### config.mk
export PLATFORM = sky130hd
export DESIGN_NAME = traffic_sink
export DESIGN_NICKNAME = d
export VERILOG_FILES = /design/src/rtl/traffic_pkg.sv /design/src/rtl/traffic_pattern_chk.sv /design/src/rtl/traffic_sink.sv
export SDC_FILE = /design/constraint.sdc
export NUM_CORES = 1
export LEC_CHECK = 0
export CAP_MARGIN = 5
export CORE_AREA = 4 4 295 297
export DETAILED_ROUTE_END_ITERATION = 7
export DIE_AREA = 0 0 299 301
export GPL_TIMING_DRIVEN = 0
export SYNTH_ARGS = -nofsm -noshare
export SYNTH_HDL_FRONTEND = slang
export SYNTH_SLANG_ARGS = --single-unit
### constraint.sdc
create_clock -name axi_aclk -period 21.4 [get_ports axi_aclk]
set_input_delay 6.42 -clock axi_aclk [delete_from_list [all_inputs] [get_ports axi_aclk]]
set_output_delay 6.42 -clock axi_aclk [all_outputs]
set_load 0.01 [all_outputs]
### src/rtl/traffic_pkg.sv
// traffic_pkg: FSM state type, counter widths and the test-pattern byte function for traffic_sink.
package traffic_pkg;
  typedef enum logic [1:0] {IDLE, RECV, DONE} state_e;
  localparam int PKT_CNT_W = 32;
  localparam int BYTE_CNT_W = 64;
  localparam int ERR_CNT_W = 16;
  localparam int LEN_W = 16;
  localparam int SEQ_W = 16;
  function automatic logic [7:0] pattern_byte(input logic [SEQ_W-1:0] seq, input logic [LEN_W-1:0] off);
    pattern_byte = 8'(seq + off);
  endfunction
endpackage

### src/rtl/traffic_pattern_chk.sv
// traffic_pattern_chk: checks every enabled byte against (seq + offset) mod 256 and flags a bad packet.
module traffic_pattern_chk
  import traffic_pkg::*;
#(
  parameter int TX_LEN = 512
) (
  input  logic                axi_aclk,
  input  logic                axi_aresetn,
  input  logic                beat,
  input  logic                last,
  input  logic [TX_LEN-1:0]   data,
  input  logic [TX_LEN/8-1:0] ben,
  input  logic [LEN_W-1:0]    off,
  output logic                pkt_bad
);
  localparam int BW = TX_LEN / 8;
  logic [SEQ_W-1:0] seq_q, seq_d;
  logic bad_q, bad_d, mis;
  always_comb begin
    mis = 1'b0;
    for (int j = 0; j < BW; j++)
      mis = mis | (ben[j] && data[8*j +: 8] != pattern_byte(seq_q, off + LEN_W'(j)));
    pkt_bad = bad_q | (beat & mis);
    bad_d = beat ? (!last && pkt_bad) : bad_q;
    seq_d = (beat && last) ? seq_q + 1'b1 : seq_q;
  end
  always_ff @(posedge axi_aclk) begin
    if (!axi_aresetn) begin
      seq_q <= '0;
      bad_q <= 1'b0;
    end else begin
      seq_q <= seq_d;
      bad_q <= bad_d;
    end
  end
endmodule

### src/rtl/traffic_sink.sv
// traffic_sink: AXI-Stream packet sink with length/byte statistics and an optional
// data-pattern checker enabled by TRAFFIC_SINK_PATTERN_CHK_EN.
module traffic_sink
  import traffic_pkg::*;
#(
  parameter int TX_LEN        = 512,
  parameter int MAX_ETH_FRAME = 4096
) (
  input  logic                axi_aclk,
  input  logic                axi_aresetn,
  input  logic [31:0]         control_reg,
  input  logic [15:0]         txr_size,
  input  logic [15:0]         num_pkt,
  input  logic                tx_valid,
  output logic                tx_ready,
  input  logic [TX_LEN-1:0]   tx_data,
  input  logic [TX_LEN/8-1:0] tx_ben,
  input  logic                tx_last,
  output logic [31:0]         pkt_count,
  output logic [63:0]         byte_count,
  output logic [15:0]         len_err_count,
  output logic [15:0]         data_err_count,
  output logic                done
);
  localparam int BW = TX_LEN / 8;
  localparam int PW = $clog2(BW + 1);
  state_e state_q, state_d;
  logic [LEN_W-1:0] len_q, len_d;
  logic in_pkt_q, in_pkt_d, ben_err_q, ben_err_d, over_q, over_d;
  logic [PKT_CNT_W-1:0] pkt_q, pkt_d;
  logic [BYTE_CNT_W-1:0] bytes_q, bytes_d;
  logic [ERR_CNT_W-1:0] len_err_q, len_err_d, data_err_q, data_err_d;
  logic enable, clear, beat, eop, ben_bad, over_now, pkt_len_bad, pkt_data_bad, hit;
  logic [PW-1:0] pop;
  logic [LEN_W:0] len_sum;
  logic unused_ctrl;
  assign unused_ctrl = ^control_reg[31:2];
  assign enable = control_reg[1];
  assign clear = control_reg[0];
  assign tx_ready = state_q == RECV;
  assign done = state_q == DONE;
  assign pkt_count = pkt_q;
  assign byte_count = bytes_q;
  assign len_err_count = len_err_q;
  assign data_err_count = data_err_q;
`ifdef TRAFFIC_SINK_PATTERN_CHK_EN
  traffic_pattern_chk #(.TX_LEN(TX_LEN)) u_chk (
    .axi_aclk   (axi_aclk),
    .axi_aresetn(axi_aresetn),
    .beat       (beat),
    .last       (tx_last),
    .data       (tx_data),
    .ben        (tx_ben),
    .off        (len_q),
    .pkt_bad    (pkt_data_bad)
  );
`else
  logic unused_data;
  assign unused_data = ^tx_data;
  assign pkt_data_bad = 1'b0;
`endif
  always_comb begin
    pop = '0;
    for (int j = 0; j < BW; j++)
      pop = pop + PW'(tx_ben[j]);
    beat = tx_valid & tx_ready;
    eop = beat & tx_last;
    // last beat must be LSB-contiguous, every other beat fully enabled
    ben_bad = tx_last ? |(tx_ben & (tx_ben + 1'b1)) : ~&tx_ben;
    len_sum = {1'b0, len_q} + (LEN_W+1)'(pop);
    over_now = len_sum > (LEN_W+1)'(MAX_ETH_FRAME);
    pkt_len_bad = ben_err_q | ben_bad | over_q | over_now | (len_sum[LEN_W-1:0] != txr_size);
    in_pkt_d = beat ? !tx_last : in_pkt_q;
    len_d = beat ? (tx_last ? '0 : len_sum[LEN_W-1:0]) : len_q;
    ben_err_d = beat ? (!tx_last && (ben_err_q | ben_bad)) : ben_err_q;
    over_d = beat ? (!tx_last && (over_q | over_now)) : over_q;
    pkt_d = clear ? '0 : pkt_q + PKT_CNT_W'(eop);
    bytes_d = clear ? '0 : bytes_q + (beat ? BYTE_CNT_W'(pop) : '0);
    len_err_d = clear ? '0 : len_err_q + ERR_CNT_W'(eop && pkt_len_bad && !(&len_err_q));
    data_err_d = clear ? '0 : data_err_q + ERR_CNT_W'(eop && pkt_data_bad && !(&data_err_q));
    hit = num_pkt != '0 && pkt_d == PKT_CNT_W'(num_pkt);
    // an open packet always finishes before enable or the target is honoured
    state_d = state_q == IDLE ? (enable ? RECV : IDLE)
            : state_q == RECV ? (in_pkt_d ? RECV : !enable ? IDLE : hit ? DONE : RECV)
            : (clear || !enable) ? IDLE : DONE;
  end
  always_ff @(posedge axi_aclk) begin
    if (!axi_aresetn) begin
      state_q <= IDLE;
      len_q <= '0;
      in_pkt_q <= 1'b0;
      ben_err_q <= 1'b0;
      over_q <= 1'b0;
      pkt_q <= '0;
      bytes_q <= '0;
      len_err_q <= '0;
      data_err_q <= '0;
    end else begin
      state_q <= state_d;
      len_q <= len_d;
      in_pkt_q <= in_pkt_d;
      ben_err_q <= ben_err_d;
      over_q <= over_d;
      pkt_q <= pkt_d;
      bytes_q <= bytes_d;
      len_err_q <= len_err_d;
      data_err_q <= data_err_d;
    end
  end
endmodule
==> results of run 1 <==
-- cell usage in the layout (no fill, tap or decap), drive strengths merged, types with 4 or more instances in the layout --
| cell type | Yosys | routed |
|---|---|---|
| ha | 36 | 36 |
| dfxtp | 133 | 133 |
| nor3b | 8 | 8 |
| and2 | 22 | 22 |
| nand4 | 61 | 61 |
| a211oi | 6 | 6 |
| clkbuf | 41 | 59 |
| nor3 | 39 | 39 |
| or3 | 25 | 25 |
| a22oi | 11 | 11 |
| a21o | 6 | 6 |
| buf | 20 | 20 |
| o21a | 5 | 5 |
| nand2 | 106 | 106 |
| a31oi | 7 | 7 |
| nor2b | 20 | 20 |
| fa | 56 | 56 |
| a21oi | 41 | 41 |
| o31ai | 13 | 13 |
| nor4 | 22 | 22 |
| and3 | 24 | 24 |
| xor2 | 63 | 63 |
| mux2i | 6 | 6 |
| inv | 112 | 117 |
| nand3 | 69 | 69 |
| xnor2 | 62 | 62 |
| nor2 | 150 | 150 |
| a21boi | 4 | 4 |
| o21ai | 69 | 69 |
| or2 | 5 | 5 |
| conb | 1 | 16 |
| and4 | 6 | 6 |
| o22ai | 5 | 5 |
| clkdlybuf4s50 | 0 | 214 |
| or4 | 8 | 8 |
| clkinv | 0 | 4 |
| bufinv | 0 | 4 |
-- cell families after synthesis --
| kind of cell | Yosys count | share of synthesized area [%] |
|---|---|---|
| flops | 133 | 25.7 |
| mux | 7 | 0.688 |
| simple gates | 575 | 28.3 |
| fa+ha+maj | 92 | 15.2 |
| buf+inv | 173 | 7.01 |
| compound gates | 200 | 12.2 |
| xor+xnor | 127 | 11.0 |
| other cells | 1 | 0.0362 |
-- worst max-delay path: cells and delay by family --
kind	cells	cell delay, ps
adders and majority gates	13	5490
and+or+nand+nor	13	2240
AOI/OAI and AO/OA	5	1250
buffers and inverters	8	1190
xor gates and xnor gates	1	160
-- state kept, by name, summed over array words and instances (netlist names) --
signal	cells
state_q	2
over_q	1
byte_count	64
len_err_count	16
ben_err_q	1
in_pkt_q	1
pkt_count	32
len_q	16
-- power by group --
part	switching [W]	total (W)	internal [W]	leakage, nW
sequential	0.00000383	0.000258	0.000254	1.07
combinational	0.00144	0.00238	0.000943	3.59
clock	0.000128	0.000324	0.000196	0.306
-- routing by layer --
metal	routed length [um]	up-vias	global-route usage (%)
li1	-	5005	-
met1	18400	4787	12.0
met2	17200	405	13.4
met3	3640	38	2.91
met4	627	2	2.37
met5	20	-	0
-- through the flow --
| step | cell area, sq um | hold slack [ps] | std cells | util (%) | setup slack (ps) |
|---|---|---|---|---|---|
| 2_1_floorplan | 10400 | 445 | 1323 | - | 6440 |
| 3_3_place_gp | 14000 | 462 | 2681 | 16.5 | 4290 |
| 3_5_place_dp | 14000 | 474 | 2681 | 16.5 | 4280 |
| 4_1_cts | 14600 | 484 | 2713 | 17.3 | 4810 |
| 5_1_grt | 14600 | 510 | 2713 | 17.3 | 4130 |
| 6_report | 14600 | 479 | 2713 | 17.3 | 4970 |
-- worst max-delay path by stage --
stage | start | to | slack (ps) | cells past startpoint
final | tx_ben[57] | len_err_count[12] | 4970 | 40
after global routing | tx_ben[63] | len_err_count[14] | 4130 | 39
after CTS | tx_ben[63] | len_err_count[14] | 4810 | 39
after floorplan | tx_ben[53] | len_err_count[14] | 6440 | 38
after global placement | tx_ben[63] | len_err_count[14] | 4290 | 39
after detailed placement | tx_ben[63] | len_err_count[14] | 4280 | 39
-- cell type report --
cell class	count	area, sq um
Buffer	61	307
Clock inverter	14	199
Tap cell	1144	1430
Multi-Input combinational cell	1017	7030
Clock buffer	18	429
Fill cell	9663	70000
Sequential cell	133	2660
Inverter	112	420
Timing Repair Buffer	214	2140
==> flow_summary.ini, run 1 <==
[synthesis]
synth_common_cells = nor2_1, dfxtp_1, inv_1
synth_cell_types = 77
ys.flop_type = dfxtp_1
synth-edff-count = 0
seq_area_frac_synth_pct = 25.7
synthCells = 1308
syn_area_sq_um = 10400
ys.warnings.count = 0
yosysMostFrequentCell = nor2_1
ys_seq_elements = 133
async_flop_share_pct = 0
synthTopCellsByArea = dfxtp_1, fa_1, nor2_1
synth_top_cell_by_area = dfxtp_1
synth_area_per_cell_sq_um = 7.92
synth_top_area_share_pct = 25.7

[route]
ant_nets = 0
vias_per_cell = 3.77
drt-total-wl_mm = 39.9
vias = 10200
drt_pass1_iterations = 7
remaining_drc_errors = 0
drtIter0Drc = 753
wl_per_cell_um = 14.7

[worst_hold_path]
holdPathStages = 2
worstHoldStart = len_q[6]
hold_end = len_q[6]
hp-class = reg2reg

[sta]
slew-limit-headroom_pct = 21.4
setup_viol_count_final = 0
period_minus_slack_ps = 16430
rsz0062_at_grt = no
slew_viol_final = 0
finalHoldViolCount = 0
finalCritPeriodShare_pct = 76.8
worstMarginPinSlew_ps = 1170
finClkSkew_ps = 8.53
fmax_ghz = 0.0608
fin_tns_setup_ps = 0

[outcome]
status = finished, final reports clean

[setup_path]
critPathLaunchType = primary input
reg2reg_slack_ps = 16090
reg2regPathDepth = 14
crit_fanout = 9
crit_required_ps = 21720
r2r_start = state_q[0]
r2r-end = state_q[1]
crit_arrival_ps = 16760
max_stage_delay_ps = 590
critPathCaptureType = flip-flop
path_class = in2reg
cpMostUsedCell = fa_1
slowest_stage = clkdlybuf4s50_1

[floorplan]
initial_core_util_pct = 12.3
row_count = 107
die_area_sq_um = 90000
fp.coreArea_sq_um = 84600
die_y_um = 301
io_pins = 774
die_x_um = 299

[placed_design]
port_buffers = 214
place_congestion = 0.944
dp_hpwl_mm = 33.1

[cts]
cts-htree-levels = 4
cts_setup_buffers = 0
cts_sinks = 133
clk_root_buffer_cell = clkbuf_16
post_cts_resize_count = 0
cts_tree = yes
worst_skew_pair.late_latency_ps = 460
cts_buffers = 17
path_clk_slew_ps = 60
clk_path_buf_depth = 2
cts_hold_buf = 0

[finish]
diodes = 0
fin_nets = 2292
syn_to_final_growth_pct = 41.1
layout-drive-gt1-share_pct = 4.65

[run]
cap_violations = 0

[global_routing]
grtUsageTotal_pct = 8.86
grt_pass1_wl_mm = 59.9
grt_overflow = 0
grt_pass1_vias = 9782
grt_start_max_net_pins = 17
antenna_found_initial = 3

[power_and_ir_drop]
leakage_nw = 4.97
powerDensity_nw_per_um2 = 203
total_power_w = 0.00297
ir_drop_uv = 405
No activity file was read; power rests on OpenSTA's default activity.
==> run 2, diff against run 1 <==
--- a/config.mk
+++ b/config.mk
@@ -6,9 +6,9 @@
 export NUM_CORES = 1
 export LEC_CHECK = 0
 export CAP_MARGIN = 5
-export CORE_AREA = 4 4 295 297
+export CORE_AREA = 4 4 298 300
 export DETAILED_ROUTE_END_ITERATION = 7
-export DIE_AREA = 0 0 299 301
+export DIE_AREA = 0 0 302 304
 export GPL_TIMING_DRIVEN = 0
 export SYNTH_ARGS = -nofsm -noshare
 export SYNTH_HDL_FRONTEND = slang
==> constraint.sdc (replaced) <==
create_clock -name axi_aclk -period 16.8 [get_ports axi_aclk]
set_input_delay 5.04 -clock axi_aclk [delete_from_list [all_inputs] [get_ports axi_aclk]]
set_output_delay 5.04 -clock axi_aclk [all_outputs]
set_load 0.01 [all_outputs]
==> run 2 against run 1 <==
Sequential share of layout area about the same. Global-route usage about the same. Worst setup slack worse by 3400 ps. Wire length rose by 3.0%. Clock skew grew 3.1 ps.
==> flow_summary.ini, run 2 (synthesis gave the netlist of run 1 again) <==
[global_routing]
grt_overflow = 0
grt_pass1_wl_mm = 60.8
grtUsageTotal_pct = 8.84
grt_pass1_vias = 9838
grt_start_max_net_pins = 17
antenna_found_initial = 1

[floorplan]
die_area_sq_um = 91800
die_y_um = 304
fp.coreArea_sq_um = 86200
io_pins = 774
die_x_um = 302
row_count = 108
initial_core_util_pct = 12.0

[route]
drt_pass1_iterations = 5
ant_nets = 0
vias = 10300
drt-total-wl_mm = 41.1
wl_per_cell_um = 15.1
vias_per_cell = 3.79
drtIter0Drc = 803
remaining_drc_errors = 0

[sta]
worst_slack_ps = 1560
setup_viol_count_final = 0
slew-limit-headroom_pct = 28.6
finalHoldViolCount = 0
worstMarginPinSlew_ps = 1060
finClkSkew_ps = 11.6
rsz0062_at_grt = no
period_minus_slack_ps = 15240
finalCritPeriodShare_pct = 90.7
fmax_ghz = 0.0656
fin_tns_setup_ps = 0
slew_viol_final = 0

[cts]
path_clk_slew_ps = 70
cts_tree = yes
cts_hold_buf = 0
cts_setup_buffers = 0
clk_root_buffer_cell = clkbuf_16
post_cts_resize_count = 0
cts-htree-levels = 4
cts_sinks = 133
worst_skew_pair.late_latency_ps = 470
cts_buffers = 17
clk_path_buf_depth = 2

[setup_path]
crit_start = tx_ben[55]
cp.depth = 39
crit_arrival_ps = 15620
crit_family = adder cells
crit_required_ps = 17190
path_class = in2reg
critPathCaptureType = flip-flop
r2r-end = state_q[1]
r2r_start = state_q[0]
crit_fanout = 9
critPathLaunchType = primary input
slowest_stage = a31oi_1
critPathBufInv = 8
critPathCapture = len_err_count[14]
reg2regPathDepth = 14
reg2reg_slack_ps = 11050
max_stage_delay_ps = 630
cpMostUsedCell = fa_1

[placed_design]
port_buffers = 214
place_congestion = 0.934
dp_slack_ps = 1110
dp_hpwl_mm = 34.3

[power_and_ir_drop]
internal_power_w = 0.00175
total_power_w = 0.00380
pwr-share-comb_pct = 81.1
leakage_nw = 4.94
clkPwrFrac_pct = 10.2
switching_share_pct = 53.8
p_seq_share_pct = 8.6
ir_drop_uv = 484
powerDensity_nw_per_um2 = 260
switching_power_w = 0.00205

[worst_hold_path]
hp-class = reg2reg

[finish]
syn_to_final_growth_pct = 40.9
final_common_cell = clkdlybuf4s50_1
seq_area_sq_um = 2660
layout-drive-gt1-share_pct = 4.65
fillers = 9851
multiInputGateArea_sq_um = 7030
largest_reg_flops = 64
fin_nets = 2292
final_cell_mix = clkdlybuf4s50_1, nor2_1, dfxtp_1

[run]
cap_violations = 0

[outcome]
status = finished, final reports clean
[run 2: changes by cell type in the layout (fill, tap and decap cells not counted), sizes merged]
cell      before  now
clkinvlp       1    5
clkinv         4    1
bufinv         4    2
clkbuf        59   60
diode          0    1
[run 2: how the worst min path moves through the flow]
stage | from | endpoint | slack (ps) | cells past startpoint
6_report | len_q[6] | len_q[6] | 470 | 2
5_1_grt | len_q[6] | len_q[6] | 500 | 2
4_1_cts | len_q[6] | len_q[6] | 480 | 2
3_5_place_dp | len_q[0] | len_q[0] | 470 | 2
3_3_place_gp | len_q[6] | len_q[6] | 460 | 2
2_1_floorplan | len_q[0] | len_q[0] | 450 | 2
[run 2: per-stage QoR]
step	std cells	cell area [sq um]	hold WS, ps	utilization (%)
finish	2725	14600	472	16.9
global route	2724	14600	498	16.9
CTS	2724	14600	478	16.9
detailed placement	2692	14000	468	16.2
global placement	2692	14000	459	16.2
floorplan	1323	10400	445	-
[run 2: final cells by class]
| type | instances | area share [%] |
|---|---|---|
| sequential | 133 | 18.2 |
| clock inverter | 13 | 1.00 |
| clock buffer | 19 | 3.03 |
| timing repair buffer | 214 | 14.7 |
| antenna | 1 | 0.0171 |
| tap | 1155 | 9.90 |
| buffer | 61 | 2.10 |
| inverter | 112 | 2.88 |
| multi-input combinational | 1017 | 48.2 |
[run 2: tightest hold or removal path: stages (launching register included)]
cell      delay [ps]
dfxtp_1          320
nand2_1           50
a21boi_0          60
[run 2: power by group through the flow]
stage	registers, W	clock network [W]	logic [W]
3_3_place_gp	0.000335	0	0.00302
2_1_floorplan	0.000335	0	0.00229
4_1_cts	0.000328	0.000407	0.00308
5_1_grt	0.000329	0.000417	0.00343
3_5_place_dp	0.000335	0	0.00306
6_report	0.000328	0.000389	0.00308
[run 2: metal layers]
| layer | up-vias | global-route usage [%] | share of wire, % |
|---|---|---|---|
| met2 | 400 | 13.4 | 44 |
| met5 | - | 0 | 0 |
| met4 | 0 | 2.39 | 1.5 |
| met3 | 31 | 2.82 | 8.5 |
| met1 | 4899 | 12.0 | 46 |
| li1 | 5006 | - | - |
